===== src/rtl/instr_fetch_unit.sv =====
// Instruction fetch: drives the 8-bit instruction memory address, captures the byte into IR
// and offers it downstream through a single-entry valid/ready slot. Optional FETCH_PERF_CNT_EN adds counters.
module instr_fetch_unit #(
    parameter int         PROG_LEN = 32,
    parameter logic [7:0] RESET_PC = 8'h00
) (
    input  logic       clk,
    input  logic       rst_n,
    input  logic       start,
    output logic [7:0] mem_address,
    input  logic [7:0] mem_instruction,
    input  logic       redirect_valid,
    input  logic [7:0] redirect_target,
    output logic       out_valid,
    input  logic       out_ready,
    output logic [7:0] out_pc,
    output logic [7:0] out_instruction,
    output logic [1:0] out_op,
    output logic [1:0] out_rs,
    output logic [1:0] out_rt,
    output logic [1:0] out_rd,
    output logic [7:0] out_imm,
    output logic       halted
`ifdef FETCH_PERF_CNT_EN
    ,
    output logic [15:0] perf_fetch_count,
    output logic [15:0] perf_stall_count
`endif
);

    // state  | meaning
    // S_IDLE | waiting for start, PC parked at RESET_PC
    // S_RUN  | fetching one byte per free slot
    // S_HALT | last program byte captured or redirected out of range; slot drains
    typedef enum logic [1:0] {
        S_IDLE = 2'd0,
        S_RUN  = 2'd1,
        S_HALT = 2'd2
    } state_t;

    localparam logic [8:0] LAST_PC  = 9'(PROG_LEN - 1);
    localparam logic [8:0] PROG_END = 9'(PROG_LEN);

    state_t     state;
    logic [7:0] pc;
    logic [7:0] ir;
    logic [7:0] ir_pc;
    logic       ir_valid;

    logic slot_free;
    logic redirect_take;
    logic capture;
    logic at_last;

    assign slot_free     = !ir_valid || out_ready;
    assign redirect_take = redirect_valid && (state == S_RUN || state == S_HALT);
    assign capture       = (state == S_RUN) && !redirect_valid && slot_free;
    // >= rather than == so a PC beyond the program can never keep fetching
    assign at_last       = ({1'b0, pc} >= LAST_PC);

    always_ff @(posedge clk or negedge rst_n) begin
        if (!rst_n) begin
            state    <= S_IDLE;
            pc       <= RESET_PC;
            ir       <= 8'h00;
            ir_pc    <= 8'h00;
            ir_valid <= 1'b0;
        end else if (redirect_take) begin
            ir_valid <= 1'b0;
            pc       <= redirect_target;
            state    <= ({1'b0, redirect_target} < PROG_END) ? S_RUN : S_HALT;
        end else begin
            case (state)
                S_IDLE: begin
                    if (start) state <= S_RUN;
                end
                S_RUN: begin
                    if (capture) begin
                        ir       <= mem_instruction;
                        ir_pc    <= pc;
                        ir_valid <= 1'b1;
                        if (at_last) state <= S_HALT;
                        else         pc    <= pc + 8'd1;
                    end
                end
                S_HALT: begin
                    if (out_ready) ir_valid <= 1'b0;
                end
                default: begin
                    state    <= S_IDLE;
                    ir_valid <= 1'b0;
                end
            endcase
        end
    end

    assign mem_address     = pc;
    assign out_valid       = ir_valid;
    assign out_pc          = ir_pc;
    assign out_instruction = ir;
    assign out_op          = ir[7:6];
    assign out_rs          = ir[5:4];
    assign out_rt          = ir[3:2];
    assign out_rd          = ir[1:0];
    assign out_imm         = {{6{ir[1]}}, ir[1:0]};
    assign halted          = (state == S_HALT);

`ifdef FETCH_PERF_CNT_EN
    logic stall;
    assign stall = (state == S_RUN) && ir_valid && !out_ready;

    // both counters saturate and survive redirects
    always_ff @(posedge clk or negedge rst_n) begin
        if (!rst_n) begin
            perf_fetch_count <= 16'h0000;
            perf_stall_count <= 16'h0000;
        end else begin
            if (capture && perf_fetch_count != 16'hFFFF)
                perf_fetch_count <= perf_fetch_count + 16'd1;
            if (stall && perf_stall_count != 16'hFFFF)
                perf_stall_count <= perf_stall_count + 16'd1;
        end
    end
`endif

endmodule


===== config.mk =====
export PLATFORM = sky130hd
export DESIGN_NAME = instr_fetch_unit
export DESIGN_NICKNAME = d
export VERILOG_FILES = /design/src/rtl/instr_fetch_unit.sv
export SDC_FILE = /design/constraint.sdc
export NUM_CORES = 1
export LEC_CHECK = 0
export BUFFER_PORTS_ARGS = -buffer_cell sky130_fd_sc_hd__buf_2
export CORE_MARGIN = 2
export CORE_UTILIZATION = 34
export DETAILED_ROUTE_END_ITERATION = 7
export GPL_TIMING_DRIVEN = 0
export PLACE_DENSITY_LB_ADDON = 0.25
export SYNTH_ARGS = -nofsm -noshare
export SYNTH_HDL_FRONTEND = slang
export SYNTH_SLANG_ARGS = --single-unit

===== constraint.sdc =====
create_clock -name clk -period 2.4 [get_ports clk]
set_clock_uncertainty 0.2 [all_clocks]
set_input_delay 0 -clock clk [delete_from_list [all_inputs] [get_ports clk]]
set_output_delay 0 -clock clk [all_outputs]
set_load 0.02 [all_outputs]

==> impl_metrics.env <==
export IMPL_max_freq_ghz=0.480
export IMPL_cts_tree="yes"
export IMPL_drive_gt1_frac=0.476
export IMPL_slew_headroom=0.598
export IMPL_fp_row_count=23
export IMPL_ys_async_sr_fraction=1.00
export IMPL_synthToLayoutAreaGrowth_pct=42.3
export IMPL_r2r_end="out_valid$_DFFE_PN0P_"
export IMPL_post_cts_setup_buffers=0
export IMPL_syn_area_per_cell_um2=11.7
export IMPL_synth_top_family_by_area="multiplexers"
export IMPL_place_congestion=0.803
export IMPL_post_synth_num_cell_types=36
export IMPL_via_per_inst=4.60
export IMPL_htree_num_levels=1
export IMPL_first_iter_violations=53
export IMPL_yosysWarnings=0
export IMPL_synth_edff_count=0
export IMPL_hpwl_um=2380
export IMPL_wl_um=3120
export IMPL_start_util=0.357
export IMPL_placed_cell_area_um2=1810
export IMPL_ctsHoldBuffers=19
export IMPL_netlist_area_um2=1440
export IMPL_hp_class="in -> async"
export IMPL_insertion_delay_ps=280
export IMPL_synth_fa_ha_area_frac=0.0435
export IMPL_rsz0062_at_grt="false"
export IMPL_ant_nets=0
export IMPL_rr_worst_depth=6
export IMPL_fin_crit_ps=2080
export IMPL_die_width_um=69.1
export IMPL_num_fill_cells=368
export IMPL_synth_compound_area_share=0.0878
export IMPL_core_region_area_um2=4030
export IMPL_grt_pass1_wl_um=5330
export IMPL_cts_sinks=27
export IMPL_drv_cap=0
export IMPL_grt_pass1_vias=1180
export IMPL_dieArea_um2=4770
export IMPL_crit_fanout=4
export IMPL_cts_repair_resized=0
export IMPL_cts_buffers=3
export IMPL_nets=235
export IMPL_r2r_slack_ps=320
export IMPL_powerDensity_nw_per_um2=1400
export IMPL_synth_main_ff_cell="dfrtp_1"
export IMPL_synth_simple_area_share=0.127
export IMPL_ys_seq_area_frac=0.470
export IMPL_required_ps=2410
export IMPL_fin_tns_setup_ps=0
export IMPL_io_pins=63
export IMPL_finalMaxSlewViolations=0
export IMPL_cp_start_kind="flip-flop"
export IMPL_crit_start="state[1]$_DFFE_PN0P_"
export IMPL_synth_seq_cells=27
export IMPL_muxShareOfSynthArea=0.160
export IMPL_clock_root_buffer="clkbuf_8"
export IMPL_synth_xor_area_frac=0
export IMPL_crit_type="reg -> reg"
export IMPL_io_buffers=62
export IMPL_fin_crit_sh=0.868
export IMPL_max_vdd_ir_drop_mv=0.502
export IMPL_overflow=0
export IMPL_status="complete, no violations"
export IMPL_path_clk_slew_ps=100
export IMPL_report_final_hold_viol_count=0
export IMPL_syn_inst=123
export IMPL_die_height_um=69.1
export IMPL_first_pass_iters=4
export IMPL_worstPathArrival_ps=2090
export IMPL_antenna_found_initial=0
export IMPL_cts_buffer_depth=2
export IMPL_r2r_start="state[1]$_DFFE_PN0P_"
export IMPL_grt_max_degree=28
export IMPL_endpoint="out_valid$_DFFE_PN0P_"
export IMPL_syn_nets=149
export IMPL_vias=1186
export IMPL_fin_area_um2=2050
export IMPL_power_leakage_nw=1.02
export IMPL_num_antenna_cells=0
export IMPL_worst_pin_slew_ps=603
export IMPL_drcViolationCount=0
export IMPL_wl_per_cell_um=12.1
export IMPL_end_kind="flip-flop"
export IMPL_setup_viol=0
export IMPL_grt_usage=0.133
[through the flow]
step	util	std cells	setup WS (ps)	hold WS [ps]	total power [mW]
2_1_floorplan	-	123	636	-496	2.09
6_report	0.508	258	316	53.9	2.87
3_3_place_gp	0.450	235	455	-147	2.55
3_5_place_dp	0.450	235	377	-143	2.61
5_1_grt	0.508	258	174	105	3.07
4_1_cts	0.508	258	331	68.3	2.90
[how the worst min path moves through the flow]
| stage | startpoint | to | cells past startpoint |
|---|---|---|---|
| 4_1_cts | start | state[1]$_DFFE_PN0P_ | 5 |
| 5_1_grt | start | state[1]$_DFFE_PN0P_ | 5 |
| 6_report | rst_n | out_pc[1]$_DFFE_PN0P_ | 2 |
| 3_5_place_dp | rst_n | state[1]$_DFFE_PN0P_ | 1 |
| 3_3_place_gp | rst_n | out_pc[1]$_DFFE_PN0P_ | 1 |
| 2_1_floorplan | rst_n | mem_address[0]$_DFFE_PN0P_ | 0 |
[registers in the layout, indices dropped and copies added, names as in the netlist]
name and count:
mem_address 8, out_instruction 8, out_pc 8, out_valid 1, state 2
[cell type report]
type	instances	area (um2)	share of cell area
Clock inverter	1	5.00	0.00244
Sequential cell	27	676	0.330
Multi-Input combinational cell	71	602	0.294
Buffer	19	139	0.0678
Clock buffer	3	41.3	0.0202
Timing Repair Buffer	81	500	0.244
Tap cell	50	62.6	0.0305
Inverter	6	22.5	0.0110
[synthesized netlist by cell type (all sizes together), types with 4 or more instances]
cell type	n	area, um2
o21ai	4	20.0
nand2	9	41.3
mux2i	5	50.1
nand3	6	30.0
mux2	16	180
buf	17	131
a21oi	4	20.0
dfrtp	27	676
ha	5	62.6
inv	6	22.5
[cell families after synthesis]
family	count (synthesis)
compound gates	18
buf+inv	25
flops	27
simple gates	27
fa+ha+maj	5
mux	21
[placed cells by master (no fill, tap or decap), types with 5 or more instances in the layout]
cell type,Yosys,layout
dfrtp_1,27,27
ha_1,5,5
inv_1,6,6
nand3_1,6,6
nand2_1,8,8
buf_2,0,62
dlygate4sd3_1,0,19
mux2_1,6,6
mux2i_1,5,5
buf_4,16,16
mux2_2,10,10
[metal layers]
layer	global-route usage	routed length, um
met1	0.156	1350
met3	0.0292	201
met4	0.0436	46
met5	0	0
met2	0.238	1520
[power breakdown]
group	internal, mW	total (mW)	switching (mW)
logic	0.772	1.72	0.949
clock network	0.116	0.258	0.141
registers	0.684	0.891	0.208
[critical path, cell delays in order, from the launching register on]
cell and delay, ps:
dfrtp_1 390, inv_1 120, ha_1 240, o21ai_1 140, a221o_1 320, nand3_1 80
dlygate4sd3_1 540
Power figures use the tool's default switching activity.
